$ cat config.mk
export PLATFORM = sky130hd
export DESIGN_NAME = pwm_frame_serializer
export DESIGN_NICKNAME = d
export VERILOG_FILES = /design/src/rtl/pwm_pkg.sv /design/src/rtl/pwm_bit_shifter.sv /design/src/rtl/pwm_frame_serializer.sv
export SDC_FILE = /design/constraint.sdc
export NUM_CORES = 1
export LEC_CHECK = 0
export BUFFER_PORTS_ARGS = -buffer_cell sky130_fd_sc_hd__buf_2
export CORE_MARGIN = 2
export CORE_UTILIZATION = 31
export DETAILED_ROUTE_END_ITERATION = 7
export PLACE_DENSITY_LB_ADDON = 0.25
export SYNTH_ARGS = -nofsm -noshare
export SYNTH_HDL_FRONTEND = slang
export SYNTH_SLANG_ARGS = --single-unit
$ cat constraint.sdc
create_clock -name clk -period 3.3 [get_ports clk]
set_clock_uncertainty 0.1 [all_clocks]
set_input_delay 0.165 -clock clk [delete_from_list [all_inputs] [get_ports clk]]
set_output_delay 0.165 -clock clk [all_outputs]
set_load 0.01 [all_outputs]
$ cat src/rtl/pwm_pkg.sv
// Shared types and defaults for the PWM frame serializer.
package pwm_pkg;

  // Frame sequencer states
  typedef enum logic [1:0] {
    ST_IDLE  = 2'd0,
    ST_LOAD  = 2'd1,
    ST_SHIFT = 2'd2,
    ST_LATCH = 2'd3
  } state_e;

  localparam int DEF_N_CH    = 8;
  localparam int DEF_CNT_W   = 8;
  localparam int DEF_PERIOD  = 100;
  localparam int DEF_CLK_DIV = 2;

  // Cycles per frame with enable held: IDLE + LOAD + shift bits + latch
  function automatic int frame_len(input int n_ch, input int clk_div);
    return 2 + 2 * clk_div * n_ch + clk_div;
  endfunction

  localparam int DEF_FRAME_LEN = frame_len(DEF_N_CH, DEF_CLK_DIV);

endpackage

$ cat src/rtl/pwm_bit_shifter.sv
// Serializes an N_CH-bit word MSB first onto ser_clk/ser_data.
// Each bit is CLK_DIV cycles with ser_clk low, then CLK_DIV cycles high;
// ser_data only moves on the high->low transition of ser_clk.
module pwm_bit_shifter
  import pwm_pkg::*;
#(
  parameter int N_CH    = DEF_N_CH,
  parameter int CLK_DIV = DEF_CLK_DIV
) (
  input  logic            clk,
  input  logic            reset,
  input  logic            start,
  input  logic [N_CH-1:0] word,
  output logic            ser_clk,
  output logic            ser_data,
  output logic            done
);

  localparam int DIV_W = (CLK_DIV > 1) ? $clog2(CLK_DIV) : 1;
  localparam int BIT_W = (N_CH > 1) ? $clog2(N_CH) : 1;

  logic             active_q, active_d;
  logic             hi_q, hi_d;
  logic [DIV_W-1:0] div_q, div_d;
  logic [BIT_W-1:0] bit_q, bit_d;
  logic [N_CH-1:0]  sreg_q, sreg_d;
  logic             ser_clk_q, ser_clk_d;
  logic             ser_data_q, ser_data_d;

  logic div_last;
  logic bit_last;

  assign div_last = (div_q == DIV_W'(CLK_DIV - 1));
  assign bit_last = (bit_q == BIT_W'(N_CH - 1));

  // Last cycle of the last bit; lets the sequencer enter LATCH with no gap
  assign done     = active_q & hi_q & div_last & bit_last;
  assign ser_clk  = ser_clk_q;
  assign ser_data = ser_data_q;

  // Next-state: divider phase, bit index and shift register
  always_comb begin
    active_d   = active_q;
    hi_d       = hi_q;
    div_d      = div_q;
    bit_d      = bit_q;
    sreg_d     = sreg_q;
    ser_clk_d  = ser_clk_q;
    ser_data_d = ser_data_q;
    if (start) begin
      active_d   = 1'b1;
      hi_d       = 1'b0;
      div_d      = '0;
      bit_d      = '0;
      sreg_d     = word;
      ser_clk_d  = 1'b0;
      ser_data_d = word[N_CH-1];
    end else if (active_q) begin
      if (div_last) begin
        div_d = '0;
        if (!hi_q) begin
          hi_d      = 1'b1;
          ser_clk_d = 1'b1;
        end else begin
          hi_d      = 1'b0;
          ser_clk_d = 1'b0;
          if (bit_last) begin
            active_d   = 1'b0;
            ser_data_d = 1'b0;
          end else begin
            bit_d      = bit_q + 1'b1;
            sreg_d     = sreg_q << 1;
            ser_data_d = sreg_d[N_CH-1];
          end
        end
      end else begin
        div_d = div_q + 1'b1;
      end
    end
  end

  // State registers
  always_ff @(posedge clk or posedge reset) begin
    if (reset) begin
      active_q   <= 1'b0;
      hi_q       <= 1'b0;
      div_q      <= '0;
      bit_q      <= '0;
      sreg_q     <= '0;
      ser_clk_q  <= 1'b0;
      ser_data_q <= 1'b0;
    end else begin
      active_q   <= active_d;
      hi_q       <= hi_d;
      div_q      <= div_d;
      bit_q      <= bit_d;
      sreg_q     <= sreg_d;
      ser_clk_q  <= ser_clk_d;
      ser_data_q <= ser_data_d;
    end
  end

endmodule

$ cat src/rtl/pwm_frame_serializer.sv
// PWM driver for a serial-in/parallel-out latching shift register.
// Holds per-channel duty values and a shared period counter; each frame
// snapshots one compare bit per channel, shifts them out and latches.
module pwm_frame_serializer
  import pwm_pkg::*;
#(
  parameter int N_CH    = DEF_N_CH,
  parameter int CNT_W   = DEF_CNT_W,
  parameter int PERIOD  = DEF_PERIOD,
  parameter int CLK_DIV = DEF_CLK_DIV
) (
  input  logic                    clk,
  input  logic                    reset,
  input  logic                    enable,
  input  logic                    wr_en,
  input  logic [$clog2(N_CH)-1:0] wr_ch,
  input  logic [CNT_W-1:0]        wr_duty,
  output logic                    ser_clk,
  output logic                    ser_data,
  output logic                    ser_latch,
  output logic                    busy,
  output logic                    frame_done
);

  localparam int WCH_W = $clog2(N_CH);
  localparam int LAT_W = (CLK_DIV > 1) ? $clog2(CLK_DIV) : 1;

  state_e                       state_q, state_d;
  logic [CNT_W-1:0]             count_q, count_d;
  logic [LAT_W-1:0]             lat_q, lat_d;
  logic [N_CH-1:0][CNT_W-1:0]   duty_q, duty_d;
  logic                         ser_latch_q, ser_latch_d;
  logic                         busy_q, busy_d;
  logic                         frame_done_q, frame_done_d;

  logic [N_CH-1:0] cmp;
  logic            sh_start;
  logic            sh_done;
  logic            lat_last;

  assign lat_last   = (lat_q == LAT_W'(CLK_DIV - 1));
  assign ser_latch  = ser_latch_q;
  assign busy       = busy_q;
  assign frame_done = frame_done_q;

  // Duty register file write; out-of-range channel indices are dropped
  always_comb begin
    duty_d = duty_q;
    if (wr_en && ({1'b0, wr_ch} < (WCH_W + 1)'(N_CH)))
      duty_d[wr_ch] = wr_duty;
  end

  // Per-channel compare, widened so duty >= 2^CNT_W-1 still reads as always-on
  always_comb begin
    cmp = '0;
    for (int k = 0; k < N_CH; k++)
      cmp[k] = ({1'b0, count_q} < {1'b0, duty_q[k]});
  end

  // Frame sequencer next-state, period counter and registered output values
  always_comb begin
    state_d  = state_q;
    lat_d    = lat_q;
    count_d  = count_q;
    sh_start = 1'b0;
    case (state_q)
      ST_IDLE:  if (enable) state_d = ST_LOAD;
      ST_LOAD: begin
        sh_start = 1'b1;
        state_d  = ST_SHIFT;
      end
      ST_SHIFT: begin
        if (sh_done) begin
          state_d = ST_LATCH;
          lat_d   = '0;
        end
      end
      ST_LATCH: begin
        if (lat_last) begin
          state_d = ST_IDLE;
          count_d = (count_q == CNT_W'(PERIOD - 1)) ? '0 : count_q + 1'b1;
        end else begin
          lat_d = lat_q + 1'b1;
        end
      end
      default: state_d = ST_IDLE;
    endcase
    ser_latch_d  = (state_d == ST_LATCH);
    busy_d       = (state_d != ST_IDLE);
    frame_done_d = (state_d == ST_LATCH) && (lat_d == LAT_W'(CLK_DIV - 1));
  end

  // State, counter, duty and output registers
  always_ff @(posedge clk or posedge reset) begin
    if (reset) begin
      state_q      <= ST_IDLE;
      count_q      <= '0;
      lat_q        <= '0;
      duty_q       <= '0;
      ser_latch_q  <= 1'b0;
      busy_q       <= 1'b0;
      frame_done_q <= 1'b0;
    end else begin
      state_q      <= state_d;
      count_q      <= count_d;
      lat_q        <= lat_d;
      duty_q       <= duty_d;
      ser_latch_q  <= ser_latch_d;
      busy_q       <= busy_d;
      frame_done_q <= frame_done_d;
    end
  end

  pwm_bit_shifter #(
    .N_CH    (N_CH),
    .CLK_DIV (CLK_DIV)
  ) u_shifter (
    .clk      (clk),
    .reset    (reset),
    .start    (sh_start),
    .word     (cmp),
    .ser_clk  (ser_clk),
    .ser_data (ser_data),
    .done     (sh_done)
  );

endmodule

# Word level (Yosys, flattened, before mapping)
# Index checks and enable logic that the tools add are counted.
op_classes:
  n_addsub: 4
  order_cmp: 10
  eq_ne: 7
  muxes: 39
  bitwise_logic: 3
  n_reduce_logical: 11
op_table:
  columns: ["cell", "count"]
  rows:
  - ["64-bit bitwise mux", 1]
  - ["8-bit < comparator", 8]
  - ["7-bit two-way mux", 5]
  - ["8-bit demux with 3-bit select", 1]
  - ["1-bit two-way mux", 20]
  - ["8-bit two-way mux", 2]
  - ["3-bit two-way mux", 5]
  - ["8-bit by 1-bit adder with 8-bit output (second input constant)", 1]
  - ["8-bit by 7-bit == test with 1-bit output (second input constant)", 1]
  - ["2-bit one-hot mux with 4 select lines", 1]
  - ["2-bit nonzero test", 4]
  - ["2-bit == test (second input constant)", 3]
  - ["2-bit two-way mux", 3]
  - ["3-bit by 4-bit < comparator with 1-bit output (second input constant)", 1]
  - ["2-bit AND reduction", 2]
  - ["4-bit AND reduction", 1]
  - ["3-bit by 1-bit adder with 3-bit output (second input constant)", 1]
  - ["1-bit AND", 3]
  - ["3-bit == test (second input constant)", 1]
  - ["3-bit by 1-bit >= comparator with 1-bit output (second input constant)", 1]
  - ["3-bit AND reduction", 1]
  - ["1-bit adder (second input constant)", 2]
  - ["2-bit by 1-bit == test with 1-bit output (second input constant)", 1]
  - ["1-bit logical AND", 2]
  - ["3 further kinds", 3]
word_totals:
  register_bits: 92
  in_bits: 15
  output_inout_bits: 5
  wordCells: 94

# Longest topological paths before layout
depth:
  word_depth: 7
  ltp_mapped: 6
  ltp_nobuf: 6

# Hierarchy
# From an unflattened synthesis, not the netlist that was laid out.
unflattened:
  cells_unflattened: 459
  hier_area_um2: 5261.3
by_module_without_submodules:
  columns: ["mod", "n_inst", "cells_per_inst", "area_each_um2", "seq_area_each_um2"]
  rows:
  - ["pwm_frame_serializer", 1, 404, 4523.1, 1951.9]
  - ["pwm_bit_shifter", 1, 55, 738.2, 350.3]

# Least setup slack after synthesis
# Ideal clock, no wire load.
synth_path:
  path_type: "register to register"
  startpoint: "register count_q[1]"
  endpoint: "register count_q[0]"
  setup_time_ps: 118
  arrival_ps: 1544
  required_time_ps: 3082
  path_slack_ps: 1538
  path_stages_with_launch: 6
  n_path_buf: 0
  synth_period_minus_slack_ps: 1762
  path_cell_list: "dfrtp_1 > ha_1 > or4b_4 > nor3_2 > nor3_1 > a21o_1"
synth_between:
  elab_chain_len: 2
synth_rtl:
  columns: ["item", "line", "text"]
  rows:
  - ["start: declaration", "pwm_frame_serializer.sv:29", "logic [CNT_W-1:0] count_q, count_d;"]
  - ["start signal: assignment", "pwm_frame_serializer.sv:105", "count_q <= count_d;"]
  - ["8-bit by 7-bit == test with 1-bit output", "pwm_frame_serializer.sv:81", "count_d = (count_q == CNT_W'(PERIOD - 1)) ? '0 : count_q + 1'b1;"]
  - ["8-bit two-way mux", "pwm_frame_serializer.sv:81", null]
# Every way passes these cells.
# A chain may end at the register's enable or synchronous reset.

# Worst setup path after layout
# Ends and elaborated chain as after synthesis.

==> key figures <==
Worst setup path
  • Worst setup EP type: register
  • Slowest-stage cell, CP: dfrtp_1
  • WP data required: 3430 ps
  • CP cell instances: ha_1, or4b_4, nor3_2, nor3_1, a21o_1
  • Startpoint Class: register
  • Cell family with most CP delay: simple AND/OR/NAND/NOR gates
  • Worst Path Max Fanout: 12
  • CP Class: register to register
  • CP max stage delay: 640 ps
  • Worst endpoint data arrival time: 2120 ps
  • CP bufs+invs: 0

Floorplan
  • # IOs: 20
  • Die Y: 132 um
  • DIE WIDTH: 132 um
  • Row Count: 46
  • Die area: 0.0175 mm2
  • Initial Utilization: 32.0%
  • Area of the core: 0.0160 mm2

Run
  • Max cap viols: 0

Final layout
  • Antenna Cells: 0
  • Syn-to-layout area delta: 12.5%
  • Fillers: 1639
  • Finished Core Util: 36.0%
  • Multi-input gate area: 0.00251 mm2
  • Number of nets in the layout: 576
  • Share of cells above drive strength 1: 18.5%
  • Register area: 0.00230 mm2

Synthesis
  • Number of enable flip-flop cells after synthesis: 0
  • Sequential-to-total area share from yosys stat: 45.0%
  • Post-synth ARST share: 100%
  • Synth Register Bits: 92
  • Synth Area per Inst: 10.6 um2
  • Synthesized instance count: 483
  • Ys Warns: 0
  • Top FF cell, synth: dfrtp_1
  • Synthesized cell area: 0.00512 mm2
  • Synthesized net count: 557
  • Distinct cells, synth: 41

Routing
  • Post-route ant nets: 0
  • Drc violations: 0
  • DR iter-0 viols: 148
  • Routed len/inst: 16.0 um
  • TritonRoute pass-1 iters: 4
  • Vias: 3469
  • Final wirelength: 11500 um
  • Via/cell ratio: 4.80

Clocking
  • Reg clk slew, reported paths: 60 ps
  • H-tree lvl count: 3
  • Worst-Skew Late Latency: 350 ps
  • CTS tree: yes
  • Root buf cell: clkbuf_16
  • Post-CTS Setup Inserts: 0
  • Total CTS buffers: 9
  • Clock Tree Buf Depth: 2
  • Clock sinks: 92

Timing
  • Setup TNS: 0 ps
  • Minimum clock period: 1980 ps
  • Fin. max-slew vios: 0
  • Period utilisation layout: 60.1%
  • Final WS setup: 1320 ps
  • Hold Fails Final Rpt: 0
  • Worst Tran Pin Value: 797 ps
  • Slew margin rel.: 46.6%
  • Final Setup Violations: 0
  • Max Clk Rate: 504 MHz
  • RSZ-0062 raised after global routing: no

Min path
  • Worst Hold Class: input port to register

Pwr
  • Lkg Pwr: 2.75 nW
  • Power per cell area: 669 mW/mm2
  • VDD IR max: 0.272 mV

Placed design
  • DP Worst Slack: 1310 ps
  • RePlAce Congestion: 0.804
  • HPWL after DPL: 8460 um
  • I/O Buffers: 19

Global route
  • Vias in the first global route: 3522
  • Tot GR Track Use: 14.2%
  • Initial antenna violation count: 0
  • First-pass GRT wire length: 19300 um
  • Gr ovfl total: 0
  • Largest net degree at the start of global routing: 39

Outcome
  • Outcome: completed
-- metal layers --
metal | track usage [%] | vias up | share of wire [%]
li1 | - | 1716 | -
met1 | 19.8 | 1699 | 51
met2 | 21.9 | 42 | 45
met3 | 3.83 | 12 | 3.1
met4 | 3.46 | 0 | 1.3
met5 | 0 | - | 0
-- worst min-delay path, delay by kind of cell --
family,cells,cell delay [ps]
buf+inv,1,160
compound gates,1,70
simple gates,1,70
-- synthesized netlist by cell type, types with 2 or more instances --
| cell type | n | area share [%] |
|---|---|---|
| nand2b_1 | 10 | 1.2 |
| inv_1 | 58 | 4.3 |
| o21ai_0 | 42 | 4.1 |
| nor2_1 | 19 | 1.4 |
| nand4b_2 | 3 | 0.88 |
| nor3b_4 | 2 | 0.73 |
| a211oi_1 | 10 | 1.5 |
| mux2i_1 | 8 | 1.6 |
| a2111oi_0 | 6 | 1.0 |
| nand2_1 | 43 | 3.2 |
| a21oi_1 | 9 | 0.88 |
| o211ai_1 | 3 | 0.44 |
| nand4_1 | 8 | 0.98 |
| xor2_1 | 3 | 0.51 |
| xnor2_1 | 6 | 1.0 |
| buf_2 | 8 | 0.78 |
| dfrtp_1 | 92 | 45 |
| nand3_1 | 7 | 0.68 |
| ha_1 | 59 | 14 |
| and3_1 | 2 | 0.24 |
| o2111ai_1 | 2 | 0.34 |
| buf_4 | 3 | 0.44 |
| or2_2 | 7 | 0.86 |
| nor3_1 | 11 | 1.1 |
| o22ai_1 | 7 | 0.86 |
| mux2_2 | 36 | 7.9 |
| clkbuf_1 | 4 | 0.29 |
| nor3_2 | 2 | 0.39 |
-- cells by family (layout without fill, tap and decap cells) --
| logic type | after synthesis | in the layout | synth area share [%] |
|---|---|---|---|
| and+or+nand+nor | 123 | 123 | 14.0 |
| DFF | 92 | 92 | 45.0 |
| xor gates and xnor gates | 9 | 9 | 1.54 |
| buffers and inverters | 74 | 98 | 5.99 |
| muxes | 44 | 44 | 9.49 |
| AOI/OAI and AO/OA | 82 | 82 | 9.59 |
| adders and majority gates | 59 | 59 | 14.4 |
-- path summary, 6_finish.rpt --
path                             from    endpoint  slack (ps)  depth (start not counted)
setup reg to reg           count_q[1]  count_q[0]        1320                          5
min in group asynchronous       reset  duty_q[63]         240                          3
hold / removal             wr_duty[1]   duty_q[1]          70                          3
setup / recovery           count_q[1]  count_q[0]        1320                          5
hold reg to reg            duty_q[63]  duty_q[63]         410                          1
max in group asynchronous       reset   duty_q[3]        2040                          4
-- report_power, final --
group	internal, mW	switching, mW	leakage (nW)
Clock	0.684	0.430	0.153
Combinational	0.513	0.582	1.48
Sequential	1.42	0.223	1.12
Total	2.62	1.24	2.75
-- cell usage in the layout, fill, tap and decap left out, drive strengths merged, types with 3 or more instances in the layout --
master   netlist  layout
dfrtp         92      92
ha            59      59
inv           58      57
nand2         44      44
o21ai         42      42
mux2          36      36
buf           12      22
nor2          19      19
nor3          14      14
clkbuf         4      12
nand2b        11      11
a211oi        10      10
a21oi          9       9
nand4          9       9
mux2i          8       8
nand3          8       8
or2            7       7
o22ai          7       7
xnor2          6       6
a2111oi        6       6
xor2           3       3
o211ai         3       3
nand4b         3       3
nor3b          3       3
-- area by class of cell --
cell class              instances  area share (%)
repair buffers                 24            2.39
flip-flops and latches         92            40.0
well taps                     216            4.70
multi-input cells             317            43.6
clock inverters                 4            1.26
inverters                      58            3.80
clock buffers                  12            4.28
-- sequential cells by signal (all words and copies together) (netlist names), 2 cells and up --
signal	flops
u_shifter.sreg_q	7
count_q	8
state_q	2
u_shifter.bit_q	3
duty_q	64
-- stage by stage --
| step | instance area [um2] | power, mW | hold slack [ps] | instances |
|---|---|---|---|---|
| 6_report | 5760 | 3.85 | 70.6 | 723 |
| 5_1_grt | 5760 | 4.12 | 80.6 | 723 |
| 4_1_cts | 5760 | 3.89 | 60.7 | 723 |
| 3_5_place_dp | 5420 | 2.76 | 63.2 | 705 |
| 3_3_place_gp | 5420 | 2.71 | 62.4 | 705 |
| 2_1_floorplan | 5120 | 2.45 | 182 | 483 |
-- timing repair --
item                                   4_1_cts  5_1_grt
resized for setup                            0        0
endpoints found under the hold margin       21        0
hold buffers                                 2        0
(Power assumes the default switching activity.)
